--- src/rtl/beam_acc_multi.sv ---
// Multi-channel beam-charge accumulator: per-pulse integration of time-multiplexed
// ADC samples, saturating running totals, pulse counter and latched interlocks.

// Per-channel datapath: work accumulator, committed sum, running total, flags.
module beam_acc_lane #(
  parameter int DW  = 14,
  parameter int CAW = 23,
  parameter int TAW = 45
) (
  input  logic           i_clk,
  input  logic           i_rst,
  input  logic           i_clear,
  input  logic           i_start,
  input  logic           i_add,
  input  logic [DW-1:0]  i_sample,
  input  logic [DW-1:0]  i_ped,
  input  logic           i_ped_en,
  input  logic           i_commit,
  input  logic           i_check,
  input  logic [TAW-1:0] i_thr,
  input  logic           i_ack,
  output logic [CAW-1:0] o_cycle,
  output logic [TAW-1:0] o_total,
  output logic           o_ilk,
  output logic           o_ilk_d,
  output logic           o_ovf
);
  logic [DW-1:0]  term;
  logic [CAW:0]   wsum;
  logic [TAW:0]   tsum;
  logic [CAW-1:0] work_q, work_d, cyc_q, cyc_d;
  logic [TAW-1:0] total_q, total_d;
  logic           ovf_q, ovf_d, ilk_q, ilk_d, trip;

  // Pedestal-corrected term, clamped at zero rather than wrapping
  always_comb begin
    term = i_sample;
    if (i_ped_en) term = (i_sample > i_ped) ? (i_sample - i_ped) : '0;
  end

  // One extra bit on each sum exposes the carry used as the saturation flag
  assign wsum = {1'b0, work_q} + (CAW+1)'(term);
  assign tsum = {1'b0, total_q} + (TAW+1)'(work_q);
  assign trip = i_check && !i_clear && (i_thr != '0) && (total_q >= i_thr);

  // Next-state for accumulators; clear dominates start/add/commit
  always_comb begin
    work_d  = work_q;
    cyc_d   = cyc_q;
    total_d = total_q;
    ovf_d   = ovf_q;
    if (i_clear) begin
      work_d  = '0;
      cyc_d   = '0;
      total_d = '0;
      ovf_d   = 1'b0;
    end else begin
      if (i_start) work_d = '0;
      else if (i_add) begin
        work_d = wsum[CAW] ? '1 : wsum[CAW-1:0];
        if (wsum[CAW]) ovf_d = 1'b1;
      end
      if (i_commit) begin
        cyc_d   = work_q;
        total_d = tsum[TAW] ? '1 : tsum[TAW-1:0];
        if (tsum[TAW]) ovf_d = 1'b1;
      end
    end
  end

  // Interlock: a trip in the same cycle as ack wins; clear leaves it alone
  always_comb begin
    ilk_d = ilk_q;
    if (trip) ilk_d = 1'b1;
    else if (i_ack) ilk_d = 1'b0;
  end

  // Lane state registers
  always_ff @(posedge i_clk or posedge i_rst) begin
    if (i_rst) begin
      work_q  <= '0;
      cyc_q   <= '0;
      total_q <= '0;
      ovf_q   <= 1'b0;
      ilk_q   <= 1'b0;
    end else begin
      work_q  <= work_d;
      cyc_q   <= cyc_d;
      total_q <= total_d;
      ovf_q   <= ovf_d;
      ilk_q   <= ilk_d;
    end
  end

  assign o_cycle = cyc_q;
  assign o_total = total_q;
  assign o_ilk   = ilk_q;
  assign o_ilk_d = ilk_d;
  assign o_ovf   = ovf_q;
endmodule

module beam_acc_multi #(
  parameter int CH_NUM          = 4,
  parameter int DATA_WIDTH      = 14,
  parameter int CYCLE_ACC_WIDTH = 23,
  parameter int TOTAL_ACC_WIDTH = 45,
  parameter int PULSE_CNT_WIDTH = 22,
  localparam int CW = (CH_NUM > 1) ? $clog2(CH_NUM) : 1
) (
  input  logic                                i_clk,
  input  logic                                i_rst,
  input  logic                                i_sample_valid,
  input  logic [CW-1:0]                       i_sample_ch,
  input  logic [DATA_WIDTH-1:0]               i_sample_data,
  input  logic                                i_pulse_start,
  input  logic                                i_pulse_end,
  input  logic                                i_acc_en,
  input  logic                                i_acc_clear,
  input  logic                                i_ped_en,
  input  logic [CH_NUM*DATA_WIDTH-1:0]        i_pedestal,
  input  logic [CH_NUM*TOTAL_ACC_WIDTH-1:0]   i_threshold,
  input  logic                                i_ilk_ack,
  output logic [CH_NUM*CYCLE_ACC_WIDTH-1:0]   o_cycle_acc,
  output logic [CH_NUM*TOTAL_ACC_WIDTH-1:0]   o_total_acc,
  output logic [PULSE_CNT_WIDTH-1:0]          o_pulse_cnt,
  output logic                                o_cycle_valid,
  output logic [CH_NUM-1:0]                   o_ilk_ch,
  output logic                                o_interlock,
  output logic [CH_NUM-1:0]                   o_overflow,
  output logic                                o_busy
);
  typedef enum logic [1:0] {IDLE, ACCUM, COMMIT, CHECK} state_t;

  state_t                     state_q, state_d;
  logic [PULSE_CNT_WIDTH-1:0] cnt_q, cnt_d;
  logic                       cv_q, cv_d, intl_q;
  logic [CH_NUM-1:0]          ilk_d;
  logic                       start, commit, check;

  assign start  = (state_q == IDLE) && i_pulse_start && i_acc_en;
  assign commit = (state_q == COMMIT);
  assign check  = (state_q == CHECK);

  // Next-state, pulse counter and result strobe; clear forces IDLE
  always_comb begin
    state_d = state_q;
    cnt_d   = cnt_q;
    cv_d    = 1'b0;
    case (state_q)
      IDLE:    if (start) state_d = ACCUM;
      ACCUM:   if (i_pulse_end) state_d = COMMIT;
      COMMIT: begin
        state_d = CHECK;
        if (!(&cnt_q)) cnt_d = cnt_q + 1'b1;
      end
      CHECK: begin
        state_d = IDLE;
        cv_d    = 1'b1;
      end
      default: state_d = IDLE;
    endcase
    if (i_acc_clear) begin
      state_d = IDLE;
      cnt_d   = '0;
      cv_d    = 1'b0;
    end
  end

  // Control registers
  always_ff @(posedge i_clk or posedge i_rst) begin
    if (i_rst) begin
      state_q <= IDLE;
      cnt_q   <= '0;
      cv_q    <= 1'b0;
      intl_q  <= 1'b0;
    end else begin
      state_q <= state_d;
      cnt_q   <= cnt_d;
      cv_q    <= cv_d;
      intl_q  <= |ilk_d;
    end
  end

  for (genvar k = 0; k < CH_NUM; k++) begin : g_lane
    // Out-of-range channel indices never match any lane, so they drop out here
    logic add;
    assign add = (state_q == ACCUM) && i_sample_valid && (i_sample_ch == CW'(k));

    beam_acc_lane #(
      .DW  (DATA_WIDTH),
      .CAW (CYCLE_ACC_WIDTH),
      .TAW (TOTAL_ACC_WIDTH)
    ) u_lane (
      .i_clk    (i_clk),
      .i_rst    (i_rst),
      .i_clear  (i_acc_clear),
      .i_start  (start),
      .i_add    (add),
      .i_sample (i_sample_data),
      .i_ped    (i_pedestal[k*DATA_WIDTH +: DATA_WIDTH]),
      .i_ped_en (i_ped_en),
      .i_commit (commit),
      .i_check  (check),
      .i_thr    (i_threshold[k*TOTAL_ACC_WIDTH +: TOTAL_ACC_WIDTH]),
      .i_ack    (i_ilk_ack),
      .o_cycle  (o_cycle_acc[k*CYCLE_ACC_WIDTH +: CYCLE_ACC_WIDTH]),
      .o_total  (o_total_acc[k*TOTAL_ACC_WIDTH +: TOTAL_ACC_WIDTH]),
      .o_ilk    (o_ilk_ch[k]),
      .o_ilk_d  (ilk_d[k]),
      .o_ovf    (o_overflow[k])
    );
  end

  assign o_pulse_cnt   = cnt_q;
  assign o_cycle_valid = cv_q;
  assign o_interlock   = intl_q;
  assign o_busy        = (state_q != IDLE);
endmodule

--- config.mk ---
export PLATFORM = sky130hd
export DESIGN_NAME = beam_acc_multi
export DESIGN_NICKNAME = d
export VERILOG_FILES = /design/src/rtl/beam_acc_multi.sv
export SDC_FILE = /design/constraint.sdc
export NUM_CORES = 2
export LEC_CHECK = 0
export BUFFER_PORTS_ARGS = -buffer_cell sky130_fd_sc_hd__buf_2
export CORE_MARGIN = 2
export CORE_UTILIZATION = 55
export DETAILED_ROUTE_END_ITERATION = 8
export PLACE_DENSITY = 0.8
export REMOVE_ABC_BUFFERS = 1
export SYNTH_ARGS = -nofsm -noshare
export SYNTH_HDL_FRONTEND = slang
export SYNTH_SLANG_ARGS = --single-unit
export TNS_END_PERCENT = 100
--- constraint.sdc ---
create_clock -name i_clk -period 22.1 [get_ports i_clk]
set_clock_uncertainty 0.15 [all_clocks]
set_input_delay 3.315 -clock i_clk [delete_from_list [all_inputs] [get_ports i_clk]]
set_output_delay 3.315 -clock i_clk [all_outputs]
set_load 0.05 [all_outputs]
==> impl_metrics.toml <==
[layout]
seq_area_mm2 = 0.00996
layout.nets = 4938
drive_above_1_share_pct = 16.4
multi_input_area_mm2 = 0.0207
syn2layout_area_growth_pct = 15.5
layout_commonest_cell = "buf_2"
final_cell_mix = "buf_2, nor2_1, dfrtp_1"
n_fill_cell = 5019

[synthesis]
synth_ff_type = "dfrtp_1"
synth_edf_count = 0
netlist_area_mm2 = 0.0323
async_reset_ff_share_pct = 100
syn_avg_cell_area_um2 = 8.55
ys_seq_area_share_pct = 30.8
synth_cell_types = 85
synth_cells = 3783
ys_ff_latch = 398
ys.warnings.count = 0

[drt]
via_per_inst = 6.21
drt_first_pass_iters = 6
ant_nets = 0
vias = 31600
remaining_drc_errors = 0
drt_iter0_drc = 2784
wl_um = 105000
avgRoutedWirePerCell_um = 20.7

[placed_design]
gp_congestion = 1.03
dp_hpwl_um = 81500
place_ws_ns = 13.06
io_buffers = 565

[grt]
grt_pass1_wl_um = 163000
track_usage_pct = 33.9
grt_antenna_before_repair = 12
grt_pass1_vias = 29200
grt_max_degree = 152
grt-ovfl-total = 0

[die]
coreArea_mm2 = 0.0579
die_w_um = 246
initial_core_util_pct = 55.8
die_height_um = 246
io_pins = 566
rows = 88
die_area_mm2 = 0.0608

[clock_network]
post_cts_resized = 0
clock-sinks = 398
holdBufCountCts = 0
clkLatencyLatePin_ns = 0.59
cts-buffers-inserted = 46
clkTransAtPathRegs_ns = 0.06
cts_tree = "yes"
htreeDepth = 2
ctsRootBufferMaster = "clkbuf_16"
clk_path_buf_depth = 3
postCtsSetupRepairBufs = 0

[sta]
setup_viol = 0
hold_violations = 0
fin_setup_tns_ns = 0
layout_min_cycle_time_ns = 8.56
final_max_slew_viol_count = 0
tightestPinTransition_ns = 1.20
setup_ws_ns = 13.54
period_share_pct = 38.7
rsz0062_at_grt = "no"
max_freq_ghz = 0.117
max_slew_margin_pct = 20.3

[flow_run]
max_cap_viol_count = 0

[pwr]
p_comb_share_pct = 35.5
power.total_mw = 2.58
swShare_pct = 39.5
intPower_mw = 1.56
power.switching_mw = 1.02
vdd_drop_max_mv = 0.0522
p_clk_share_pct = 30.9
power_frac_seq_pct = 33.7
powerDensity_mw_per_mm2 = 69.0
p_leak_nw = 19.5

[worst_setup_path]
worst_setup_path_end_kind = "register"
required_ns = 22.44
cp_data_arrival_time_ns = 8.90
cp-start-kind = "input pin"
path_class = "in2reg"
worstPathMaxFanout = 21

[min_path]
holdCritPathClass = "reg2reg"

[run_status]
status = "finished, final reports clean"
==> Yosys cell counts (85+ instances only) <==
| cell | n | area share [%] |
|---|---|---|
| a21o_1 | 113 | 2.6 |
| a21oi_1 | 235 | 3.6 |
| a311oi_1 | 88 | 2.4 |
| clkbuf_1 | 113 | 1.3 |
| dfrtp_1 | 398 | 31 |
| ha_1 | 389 | 15 |
| inv_1 | 302 | 3.5 |
| mux2i_1 | 112 | 3.5 |
| nand2_1 | 180 | 2.1 |
| nand3_1 | 85 | 1.3 |
| nand4_1 | 92 | 1.8 |
| nor2_1 | 426 | 4.9 |
| nor3_1 | 110 | 1.7 |
| o21ai_0 | 226 | 3.5 |
| xor2_1 | 100 | 2.7 |
==> registers in the layout, summed over array words and instances, names as in the netlist <==
signal,cells
state_q,2
g_lane.u_lane.o_cycle,92
g_lane.u_lane.o_ilk,4
o_interlock,1
o_pulse_cnt,22
g_lane.u_lane.work_q,92
g_lane.u_lane.o_total,180
g_lane.u_lane.o_ovf,4
o_cycle_valid,1
==> logic make-up (layout without fill, tap and decap cells) <==
group	count (synthesis)	count (layout)	synth area share [%]
AOI/OAI and AO/OA	1040	1040	21.3
xor gates and xnor gates	181	181	4.90
adders and majority gates	401	401	15.8
buffers and inverters	441	969	5.27
DFF	398	398	30.8
muxes	112	112	3.47
other	0	9	0
and+or+nand+nor	1210	1210	18.5
==> critical path, stage by stage <==
cell	delay, ns
buf_2	0.11
inv_1	0.13
ha_1	0.21
fa_1	0.22
nor2b_1	0.06
o21ai_0	0.24
a21oi_1	0.14
or3_1	0.41
a221o_1	0.35
o21a_1	0.17
o21ai_0	0.17
or2_1	0.35
o21ai_0	0.24
ha_1	0.35
a21o_1	0.11
a21oi_1	0.10
o21ai_0	0.22
and3_1	0.22
o31a_1	0.19
o21ai_0	0.11
nor3_2	0.97
and4b_1	0.29
a211oi_1	0.23
==> per-stage QoR <==
step | hold slack [ns] | cells | area [um^2] | util [%]
6_report | 0.368 | 5085 | 37400 | 64.5
5_1_grt | 0.386 | 5084 | 37400 | 64.5
4_1_cts | 0.370 | 5076 | 37300 | 64.5
3_5_place_dp | 0.355 | 4993 | 35800 | 61.8
3_3_place_gp | 0.347 | 4993 | 35800 | 61.8
2_1_floorplan | 0.357 | 3644 | 31800 | -
==> per-layer routing <==
metal / track usage (%) / routed length, um
met1: 47.7 / 46200
met2: 52.4 / 46900
met3: 5.16 / 8120
met4: 13.4 / 4110
met5: 0 / 36
==> cell type report <==
type | instances | share of cell area [%]
multi-input combinational | 2944 | 55.5
sequential | 398 | 26.7
timing repair buffer | 584 | 8.05
clock buffer | 67 | 3.51
inverter | 302 | 3.05
tap | 765 | 2.56
clock inverter | 16 | 0.646
antenna | 9 | 0.0603
==> path summary, 6_finish.rpt <==
kind,startpoint,end,slack (ns),depth (start not counted)
min in group asynchronous,i_rst,o_pulse_cnt[13],2.66,2
max reg2reg,g_lane[2].u_lane.o_total[12],g_lane[2].u_lane.o_total[20],17.58,10
min reg2reg,g_lane[0].u_lane.o_cycle[20],g_lane[0].u_lane.o_cycle[20],0.37,2
max,i_sample_data[0],g_lane[1].u_lane.work_q[22],13.54,23
min,g_lane[0].u_lane.o_cycle[20],g_lane[0].u_lane.o_cycle[20],0.37,2
max in group asynchronous,i_rst,g_lane[2].u_lane.o_cycle[1],16.49,5
==> power by group through the flow <==
stage               Combinational [mW]  Clock, mW  Sequential (mW)
floorplan                        0.555          0             1.01
finish                           0.914      0.796            0.867
global route                     0.997      0.837            0.873
CTS                              0.904      0.807            0.865
detailed placement               0.899          0            0.877
global placement                 0.883          0            0.877
(Power assumes the default switching activity.)
